[src/rtl/galaga_dl_pkg.sv]
// Shared types and ROM layout for the Galaga download controller.
// Region table lists each game ROM region's base and size in the download image.
package galaga_dl_pkg;

    typedef enum logic [1:0] {
        ST_IDLE  = 2'd0,
        ST_LOAD  = 2'd1,
        ST_HOLD  = 2'd2,
        ST_READY = 2'd3
    } dl_state_t;

    localparam logic [2:0] RGN_CPU1    = 3'd0;
    localparam logic [2:0] RGN_CPU2    = 3'd1;
    localparam logic [2:0] RGN_CPU3    = 3'd2;
    localparam logic [2:0] RGN_GFX_CHR = 3'd3;
    localparam logic [2:0] RGN_GFX_SPR = 3'd4;
    localparam logic [2:0] RGN_PROM    = 3'd5;

    localparam int          NUM_REGIONS = 6;
    localparam logic [15:0] TOTAL_SIZE  = 16'h9400;

    // Index 0 is the rightmost entry.
    localparam logic [NUM_REGIONS-1:0][15:0] RGN_BASE = {
        16'h9000, 16'h7000, 16'h6000, 16'h5000, 16'h4000, 16'h0000
    };
    localparam logic [NUM_REGIONS-1:0][15:0] RGN_SIZE = {
        16'h0400, 16'h2000, 16'h1000, 16'h1000, 16'h1000, 16'h4000
    };

    function automatic logic in_region(input logic [15:0] addr, input int idx);
        logic [15:0] off;
        off = addr - RGN_BASE[idx];
        return (addr >= RGN_BASE[idx]) && (off < RGN_SIZE[idx]);
    endfunction

endpackage

[src/rtl/galaga_dl_ctrl_if.sv]
// Download bus: loader-side ioctl byte stream in, ROM write port out.
// master = loader/ROM side, slave = the download controller.
interface galaga_dl_ctrl_if;
    logic        ioctl_download;
    logic [7:0]  ioctl_index;
    logic        ioctl_wr;
    logic [24:0] ioctl_addr;
    logic [7:0]  ioctl_dout;

    logic [15:0] dn_addr;
    logic [7:0]  dn_data;
    logic        dn_wr;
    logic [2:0]  dn_region;

    modport master (
        output ioctl_download, ioctl_index, ioctl_wr, ioctl_addr, ioctl_dout,
        input  dn_addr, dn_data, dn_wr, dn_region
    );

    modport slave (
        input  ioctl_download, ioctl_index, ioctl_wr, ioctl_addr, ioctl_dout,
        output dn_addr, dn_data, dn_wr, dn_region
    );
endinterface

[src/rtl/galaga_dl_region.sv]
// Combinational download-address decoder: {hit, region code, region offset}.
module galaga_dl_region
    import galaga_dl_pkg::*;
(
    input  logic [24:0] i_addr,
    output logic        o_hit,
    output logic [2:0]  o_region,
    output logic [15:0] o_offset
);

    always_comb begin
        o_hit    = 1'b0;
        o_region = 3'd0;
        o_offset = 16'd0;
        if (i_addr[24:16] == 9'd0 && i_addr[15:0] < TOTAL_SIZE) begin
            for (int i = 0; i < NUM_REGIONS; i++) begin
                if (in_region(i_addr[15:0], i)) begin
                    o_hit    = 1'b1;
                    o_region = 3'(i);
                    o_offset = i_addr[15:0] - RGN_BASE[i];
                end
            end
        end
    end

endmodule

[src/rtl/galaga_dl_ctrl.sv]
// ROM download controller: routes ioctl bytes to game ROM regions and holds the core in reset.
// Optional GALAGA_DL_CHECKSUM_EN adds dl_sum, a mod-256 sum of bytes written in the current download.
module galaga_dl_ctrl
    import galaga_dl_pkg::*;
#(
    parameter int         HOLD_CYCLES = 1024,
    parameter logic [7:0] ROM_INDEX   = 8'd0
) (
    input  logic             clk_sys,
    input  logic             reset,
    galaga_dl_ctrl_if.slave  bus,
    output logic             core_reset,
    output logic             dl_busy,
`ifdef GALAGA_DL_CHECKSUM_EN
    output logic [7:0]       dl_sum,
`endif
    output logic             dl_error
);

    localparam int CW = (HOLD_CYCLES > 1) ? $clog2(HOLD_CYCLES) : 1;

    dl_state_t   r_state, w_state_nxt;
    logic [CW-1:0] r_cnt, w_cnt_nxt;
    logic        r_dl_prev;
    logic        r_dn_wr;
    logic [15:0] r_dn_addr;
    logic [7:0]  r_dn_data;
    logic [2:0]  r_dn_region;
    logic        r_error;

    logic        w_rise, w_fall, w_idx_ok, w_load_entry;
    logic        w_cap, w_hit;
    logic [2:0]  w_region;
    logic [15:0] w_offset;

    galaga_dl_region u_region (
        .i_addr   (bus.ioctl_addr),
        .o_hit    (w_hit),
        .o_region (w_region),
        .o_offset (w_offset)
    );

    assign w_rise   = bus.ioctl_download & ~r_dl_prev;
    assign w_fall   = ~bus.ioctl_download & r_dl_prev;
    assign w_idx_ok = (bus.ioctl_index == ROM_INDEX);
    // A byte strobed in the same cycle the download window closes is still in LOAD here.
    assign w_cap    = (r_state == ST_LOAD) && bus.ioctl_wr;

    always_comb begin
        w_state_nxt  = r_state;
        w_cnt_nxt    = r_cnt;
        w_load_entry = 1'b0;
        case (r_state)
            ST_IDLE, ST_READY: begin
                if (w_rise && w_idx_ok) begin
                    w_state_nxt  = ST_LOAD;
                    w_load_entry = 1'b1;
                end
            end
            ST_LOAD: begin
                if (w_fall) begin
                    w_state_nxt = ST_HOLD;
                    w_cnt_nxt   = CW'(HOLD_CYCLES - 1);
                end
            end
            ST_HOLD: begin
                if (w_rise && w_idx_ok) begin
                    w_state_nxt  = ST_LOAD;
                    w_cnt_nxt    = '0;
                    w_load_entry = 1'b1;
                end else if (r_cnt == '0) begin
                    w_state_nxt = ST_READY;
                end else begin
                    w_cnt_nxt = r_cnt - 1'b1;
                end
            end
            default: w_state_nxt = ST_IDLE;
        endcase
    end

    always_ff @(posedge clk_sys) begin
        // Tracked through reset so a window still open at reset release is not seen as a new start.
        r_dl_prev <= bus.ioctl_download;
        if (reset) begin
            r_state <= ST_IDLE;
            r_cnt   <= '0;
        end else begin
            r_state <= w_state_nxt;
            r_cnt   <= w_cnt_nxt;
        end
    end

    always_ff @(posedge clk_sys) begin
        if (reset) begin
            r_dn_wr     <= 1'b0;
            r_dn_addr   <= 16'd0;
            r_dn_data   <= 8'd0;
            r_dn_region <= 3'd0;
            r_error     <= 1'b0;
        end else begin
            r_dn_wr <= w_cap && w_hit;
            if (w_cap && w_hit) begin
                r_dn_addr   <= w_offset;
                r_dn_data   <= bus.ioctl_dout;
                r_dn_region <= w_region;
            end
            if (w_load_entry)
                r_error <= 1'b0;
            else if (w_cap && !w_hit)
                r_error <= 1'b1;
        end
    end

`ifdef GALAGA_DL_CHECKSUM_EN
    logic [7:0] r_sum;

    always_ff @(posedge clk_sys) begin
        if (reset)
            r_sum <= 8'd0;
        else if (w_load_entry)
            r_sum <= 8'd0;
        else if (w_cap && w_hit)
            r_sum <= r_sum + bus.ioctl_dout;
    end

    assign dl_sum = r_sum;
`endif

    assign bus.dn_wr     = r_dn_wr;
    assign bus.dn_addr   = r_dn_addr;
    assign bus.dn_data   = r_dn_data;
    assign bus.dn_region = r_dn_region;

    assign core_reset = reset || (r_state != ST_READY);
    assign dl_busy    = (r_state == ST_LOAD) || (r_state == ST_HOLD);
    assign dl_error   = r_error;

endmodule

[src/flat_wrapper.sv]
// flat-port wrapper written by rule: the top's interface ports become plain ports
module galaga_dl_ctrl_flat import galaga_dl_pkg::*;
#(
    parameter int         HOLD_CYCLES = 1024,
    parameter logic [7:0] ROM_INDEX   = 8'd0
)
  (clk_sys, reset, core_reset, dl_busy, dl_error, bus_ioctl_download, bus_ioctl_index, bus_ioctl_wr, bus_ioctl_addr, bus_ioctl_dout, bus_dn_addr, bus_dn_data, bus_dn_wr, bus_dn_region);
  galaga_dl_ctrl_if bus_i ();
  input  logic clk_sys;
  input  logic reset;
  output logic core_reset;
  output logic dl_busy;
  output logic dl_error;
  input wire logic [$bits(bus_i.ioctl_download)-1:0] bus_ioctl_download;
  input wire logic [$bits(bus_i.ioctl_index)-1:0] bus_ioctl_index;
  input wire logic [$bits(bus_i.ioctl_wr)-1:0] bus_ioctl_wr;
  input wire logic [$bits(bus_i.ioctl_addr)-1:0] bus_ioctl_addr;
  input wire logic [$bits(bus_i.ioctl_dout)-1:0] bus_ioctl_dout;
  output wire logic [$bits(bus_i.dn_addr)-1:0] bus_dn_addr;
  output wire logic [$bits(bus_i.dn_data)-1:0] bus_dn_data;
  output wire logic [$bits(bus_i.dn_wr)-1:0] bus_dn_wr;
  output wire logic [$bits(bus_i.dn_region)-1:0] bus_dn_region;
  assign bus_i.ioctl_download = bus_ioctl_download;
  assign bus_i.ioctl_index = bus_ioctl_index;
  assign bus_i.ioctl_wr = bus_ioctl_wr;
  assign bus_i.ioctl_addr = bus_ioctl_addr;
  assign bus_i.ioctl_dout = bus_ioctl_dout;
  assign bus_dn_addr = bus_i.dn_addr;
  assign bus_dn_data = bus_i.dn_data;
  assign bus_dn_wr = bus_i.dn_wr;
  assign bus_dn_region = bus_i.dn_region;
  galaga_dl_ctrl #(.HOLD_CYCLES(HOLD_CYCLES), .ROM_INDEX(ROM_INDEX)) u_core (.clk_sys(clk_sys), .reset(reset), .bus(bus_i), .core_reset(core_reset), .dl_busy(dl_busy), .dl_error(dl_error));
endmodule
[config.mk]
export PLATFORM = sky130hd
export DESIGN_NAME = galaga_dl_ctrl_flat
export DESIGN_NICKNAME = d
export VERILOG_FILES = /design/src/rtl/galaga_dl_pkg.sv /design/src/rtl/galaga_dl_ctrl_if.sv /design/src/rtl/galaga_dl_region.sv /design/src/rtl/galaga_dl_ctrl.sv /design/src/flat_wrapper.sv
export SDC_FILE = /design/constraint.sdc
export NUM_CORES = 1
export LEC_CHECK = 0
export BUFFER_PORTS_ARGS = -buffer_cell sky130_fd_sc_hd__clkbuf_2
export CAP_MARGIN = 20
export CELL_PAD_IN_SITES_DETAIL_PLACEMENT = 0
export CELL_PAD_IN_SITES_GLOBAL_PLACEMENT = 2
export CORE_MARGIN = 3
export CORE_UTILIZATION = 27
export DETAILED_ROUTE_END_ITERATION = 8
export GPL_ROUTABILITY_DRIVEN = 0
export PLACE_DENSITY = 0.85
export SYNTH_ARGS = -nofsm -noshare
export SYNTH_HDL_FRONTEND = slang
export SYNTH_SLANG_ARGS = --single-unit
[constraint.sdc]
create_clock -name clk_sys -period 3 [get_ports clk_sys]
set_clock_uncertainty 0.2 [all_clocks]
set_input_delay 0.6 -clock clk_sys [delete_from_list [all_inputs] [get_ports clk_sys]]
set_output_delay 0.6 -clock clk_sys [all_outputs]
set_load 0.1 [all_outputs]
==> summary.txt, run 1 <==
STA
  – Minimum clock period: 2749 ps
  – Fmax: 363.8 MHz
  – Setup TNS: 0 ps
  – Worst relative slew slack: 62.45%
  – Final Hold Vio Count: 0
  – Measured slew at the worst slew-check pin: 565.6 ps
  – Final worst setup slack: 251.2 ps
  – Tcrit/Tclk final: 91.63%
  – Final setup fails: 0
  – Pins over their slew limit: 0
  – RSZ-0062 raised after global routing: no

Global routing
  – First-pass GRT wire length: 11500 um
  – Initial antenna violation count: 0
  – GRT Residual Overflow: 0
  – GRT Overall Usage: 12.52%
  – Vias in the first global route: 2448
  – Largest net degree at the start of global routing: 49

Layout
  – Multi-input logic area: 1667 um^2
  – Share of cells above drive strength 1: 29.36%
  – Filler Cells Inserted: 998
  – Register area: 840.8 um^2
  – Nets@finish: 483
  – Final core occ: 36.94%
  – Design Area, Final: 3478 um^2
  – N_diodes: 0
  – Area Growth Syn to Fin: 29.97%

CTS
  – CTS Buffer Depth: 2
  – CTS sink count: 42
  – Clock transition at path regs: 70 ps
  – TritonCTS buffer count: 5
  – PostCTS Resize Cnt: 0
  – Post-CTS Setup Repair Bufs: 0
  – CTS tree: yes
  – Clk_lat worst skew: 290 ps
  – # hold bufs at CTS: 0
  – CTS root buf: clkbuf_8
  – H-tree levels: 2

Pwr
  – Tot Pwr: 2.015 mW
  – Leak: 1.493 nW
  – Maximum VDD drop: 0.2766 mV
  – PwrDens: 579.4 nW/um^2

Critical path
  – Critical Path Fanout Max: 22
  – Critical path launch point type: primary input
  – Data arrival, critical path: 2770 ps
  – CP required: 3020 ps
  – WS Path Type: primary input to register
  – CP endpoint kind: register

Synth
  – Post-synth EDFFs: 0
  – Synth Instances: 323
  – Adder-cell share of the synthesized area: 9.350%
  – Cell taking the most area after synthesis: dfxtp_1
  – Syn Nets: 388
  – Top post-synthesis cells by area: dfxtp_1 (31%), ha_1 (9.4%), mux2i_1 (8.6%)
  – Post-Synth XOR/XNOR Area: 1.964%
  – Cell with the most instances after synthesis: nand2_1
  – Synth Area in Compound Gates: 19.50%
  – Post-synth cell types: 50
  – Post-Syn Area: 2676 um^2
  – Syn avg cell area: 8.286 um^2
  – Ys async rst share: 0%
  – Ys Warns: 0
  – Simple-gate portion of the synthesized area: 22.86%
  – Seq/Total Area, Yosys: 31.42%
  – Largest family of logic cells by synthesized area: simple AND/OR/NAND/NOR gates
  – Mux share of post-synthesis cell area: 8.602%
  – Yosys top cell area share: 31.42%
  – Commonest cells in the netlist: nand2_1 (54), dfxtp_1 (42), mux2i_1 (23)
  – Top FF cell, synth: dfxtp_1
  – Register bit total from synthesis: 42

Drt
  – DR top layer: met4
  – Routed vias/inst: 4.765
  – Post-route ant nets: 0
  – Wire length on met1: 3423 um
  – WL met2: 3137 um
  – DR WL met3: 412 um
  – Post-route DRC: 0
  – Average routed wire per standard cell: 12.86 um
  – Drt pass-1 iters: 4
  – Routed wire length: 7048 um
  – Routed via count: 2611
  – DRT iter0 DRCs: 75

Floorplanning
  – Num rows: 35
  – Die width: 105.6 um
  – Die Y: 105.6 um
  – Die ar.: 11140 um^2
  – Starting density of the core: 28.43%
  – I/O pin count: 76
  – Core Area: 9415 um^2

Placement
  – Place WS: -77.81 ps
  – Input/output buffers: 75
  – HPWL after DPL: 5502 um
  – DP Area: 3372 um^2

Outcome
  – Status: finished clean

Hold path
  – Hold WC Path Type: primary input to register

Flow run
  – MaxCap Viol Count: 0
-- power breakdown --
part | switching [mW] | internal (mW) | total [mW]
combinational | 0.521 | 0.341 | 0.862
sequential | 0.0805 | 0.632 | 0.712
clock | 0.192 | 0.249 | 0.441
-- cell families after synthesis --
kind of cell,Yosys count
flip-flops,42
AND/OR/NAND/NOR,122
buffers and inverters,36
AO/OA/AOI/OAI,74
adder cells (fa/ha/maj),20
multiplexers,23
XOR/XNOR,6
-- registers in the layout, indices dropped and copies added, names as in the netlist --
name / flops
u_core.r_dl_prev: 1
u_core.bus.dn_data: 8
u_core.r_state: 2
u_core.r_cnt: 10
u_core.bus.dn_addr: 16
u_core.bus.dn_region: 3
u_core.dl_error: 1
u_core.bus.dn_wr: 1
-- layout by cell type, fill, tap and decap left out, types with 2 or more instances in the layout --
cell	count
clkbuf_1	2
dfxtp_1	42
o41ai_1	3
a31oi_1	3
mux2i_1	23
inv_1	18
buf_4	30
nor3_1	3
a21boi_0	2
o21ai_0	19
o21ai_1	4
clkbuf_8	5
o211ai_1	3
buf_12	2
and2_1	3
o31ai_1	4
xnor2_1	5
ha_1	20
nor4b_1	2
nand2b_1	3
and4_1	2
a211oi_1	2
a21oi_1	7
a22oi_1	8
or2_2	3
a21o_1	5
nand2_1	54
or4_1	6
nor4_1	8
a311oi_1	2
nand3_1	4
nor3b_1	4
clkbuf_2	74
nand4_1	2
nor2_1	20
and3_1	2
a41oi_1	3
or4_4	2
-- worst max-delay path, cell delays in order --
cell and delay [ps]:
clkbuf_2 90, or4_1 580, or4_4 560, a211oi_4 270
nor3_2 100, a21boi_4 160, buf_12 210, mux2i_1 200
-- layout make-up --
type / instances / share of cell area, %
Clock inverter: 1 / 0.8633
Timing Repair Buffer: 106 / 18.27
Tap cell: 129 / 4.640
Clock buffer: 7 / 2.194
Multi-Input combinational cell: 245 / 47.91
Inverter: 18 / 1.942
Sequential cell: 42 / 24.17
-- per-stage QoR --
stage,hold slack [ps],std cells
2_1_floorplan,269.2,323
3_3_place_gp,236.0,540
6_report,232.9,548
5_1_grt,215.9,548
3_5_place_dp,244.7,540
4_1_cts,219.6,548
-- worst paths after layout --
check	slack, ps	cells after the start	endpoint	from
min reg2reg	250	2	u_core.bus.dn_region[1]$_SDFFE_PP0P_	u_core.bus.dn_region[1]$_SDFFE_PP0P_
max reg2reg	560	8	u_core.r_state[0]$_SDFFE_PP0P_	u_core.r_cnt[0]$_SDFFE_PP0P_
min	230	1	u_core.r_dl_prev$_DFF_P_	bus_ioctl_download
max	250	8	u_core.bus.dn_data[5]$_SDFFE_PP0P_	bus_ioctl_addr[7]
-- per-layer routing --
metal,up-vias,GRT usage [%]
met3,5,2.878
met4,0,3.608
li1,1344,-
met2,64,19.67
met5,-,0
met1,1198,17.14
No activity file was read; power rests on OpenSTA's default activity.
==> run 2: changes to the inputs <==
--- a/config.mk
+++ b/config.mk
@@ -14,6 +14,7 @@
 export DETAILED_ROUTE_END_ITERATION = 8
 export GPL_ROUTABILITY_DRIVEN = 0
 export PLACE_DENSITY = 0.85
+export RECOVER_POWER = 100
 export SYNTH_ARGS = -nofsm -noshare
 export SYNTH_HDL_FRONTEND = slang
 export SYNTH_SLANG_ARGS = --single-unit
==> run 2 against run 1 <==
Power fell by 0.37%. Worst hold slack improved by 19 ps. Flip-flop and latch count is the same. Register-to-register slack got worse by 100 ps. Cell count unchanged. Wire length hardly changed. Sequential share of layout area rose by 0.52 points. Global-route usage stayed put. Critical path type unchanged.
==> summary.txt, run 2 (synthesized netlist as in run 1, its figures left out) <==
Flow run
  – MaxCap Viol Count: 0

Layout
  – Filler Cells Inserted: 1024
  – Nets@finish: 483
  – Commonest non-fill, non-tap cells in the layout: nand2_1 (54), clkbuf_2 (44), dfxtp_1 (42), clkbuf_1 (36), buf_4 (27)
  – Design Area, Final: 3405 um^2
  – Final core occ: 36.16%
  – Multi-input logic area: 1658 um^2
  – Area Growth Syn to Fin: 27.21%
  – Share of cells above drive strength 1: 20.76%
  – Max FFs per register: 16
  – N_diodes: 0
  – Most common cell after layout, fill and taps aside: nand2_1
  – Register area: 840.8 um^2

Floorplanning
  – I/O pin count: 76
  – Die Y: 105.6 um
  – Die width: 105.6 um
  – Num rows: 35
  – Core Area: 9415 um^2
  – Die ar.: 11140 um^2
  – Starting density of the core: 28.43%

CTS
  – CTS tree: yes
  – Post-CTS Setup Repair Bufs: 0
  – CTS Buffer Depth: 2
  – Clk_lat worst skew: 290 ps
  – PostCTS Resize Cnt: 0
  – Clock transition at path regs: 70 ps
  – CTS sink count: 42
  – H-tree levels: 2
  – # hold bufs at CTS: 0
  – CTS root buf: clkbuf_8
  – TritonCTS buffer count: 5

Global routing
  – Initial antenna violation count: 0
  – GRT Residual Overflow: 0
  – GRT Overall Usage: 12.52%
  – First-pass GRT wire length: 11500 um
  – Vias in the first global route: 2448
  – Largest net degree at the start of global routing: 49

STA
  – Pins over their slew limit: 0
  – Measured slew at the worst slew-check pin: 1219 ps
  – Final setup fails: 0
  – Worst relative slew slack: 19.11%
  – Minimum clock period: 2811 ps
  – Final Hold Vio Count: 0
  – Fmax: 355.7 MHz
  – RSZ-0062 raised after global routing: no
  – Tcrit/Tclk final: 93.71%
  – WHS: 252.4 ps

Critical path
  – WS Path Type: primary input to register
  – CP required: 3020 ps
  – Critical Path Fanout Max: 22
  – Critical path launch point type: primary input
  – CP endpoint kind: register
  – Data arrival, critical path: 2830 ps

Drt
  – DRT iter0 DRCs: 104
  – Average routed wire per standard cell: 12.87 um
  – Routed vias/inst: 4.766
  – Post-route DRC: 0
  – Routed via count: 2612
  – Post-route ant nets: 0
  – Drt pass-1 iters: 4
  – Routed wire length: 7054 um

Pwr
  – PwrDens: 589.8 nW/um^2
  – Leak: 1.367 nW
  – Tot Pwr: 2.008 mW
  – Maximum VDD drop: 0.2753 mV

Hold path
  – Hold WC Path Type: primary input to register

Placement
  – DP Area: 3372 um^2
  – HPWL after DPL: 5502 um
  – Input/output buffers: 75

Outcome
  – Status: finished clean
==> run 2: cell count changes in the layout (fill, tap and decap cells not counted), sizes merged <==
cell,before,now
clkbuf,81,85
buf,32,28
==> run 2: where the power goes <==
group          switching, mW  leakage, nW  internal [mW]
Sequential            0.0805        0.339          0.632
Combinational          0.521        0.975          0.333
Clock                  0.192       0.0524          0.249
==> run 2: stage by stage <==
step                std cells  setup TNS (ps)  worst slack (ps)
floorplan                 323               0             12.69
global placement          540          -508.0            -27.39
detailed placement        540           -1289            -77.81
CTS                       548               0             217.8
global route              548               0             70.91
finish                    548               0             188.7
==> run 2: routing by layer <==
layer	vias to the layer above	global-route usage (%)	share of wire, %
li1	1341	-	-
met1	1205	17.14	49
met2	61	19.67	45
met3	5	2.878	5.6
met4	0	3.608	1.1
met5	-	0	0
==> run 2: final timing paths <==
path,start,end,slack (ps),cells after the start
worst max-delay path,bus_ioctl_addr[7],u_core.bus.dn_data[5]$_SDFFE_PP0P_,190,8
worst min-delay path,bus_ioctl_download,u_core.r_dl_prev$_DFF_P_,250,1
worst max register to register,u_core.r_cnt[0]$_SDFFE_PP0P_,u_core.r_cnt[4]$_SDFFE_PP0P_,460,9
worst min register to register,u_core.bus.dn_region[1]$_SDFFE_PP0P_,u_core.bus.dn_region[1]$_SDFFE_PP0P_,250,2
==> run 2: layout make-up <==
cell class	count	area share, %
Timing Repair Buffer	106	16.76
Sequential cell	42	24.70
Clock buffer	7	2.242
Inverter	18	1.985
Tap cell	129	4.741
Clock inverter	1	0.8820
Multi-Input combinational cell	245	48.70
==> run 2: worst max-delay path, stage by stage <==
cell	delay (ps)
clkbuf_2	90
or4_1	570
or4_1	590
a211oi_4	270
nor3_1	130
a21boi_4	160
buf_12	210
mux2i_1	200
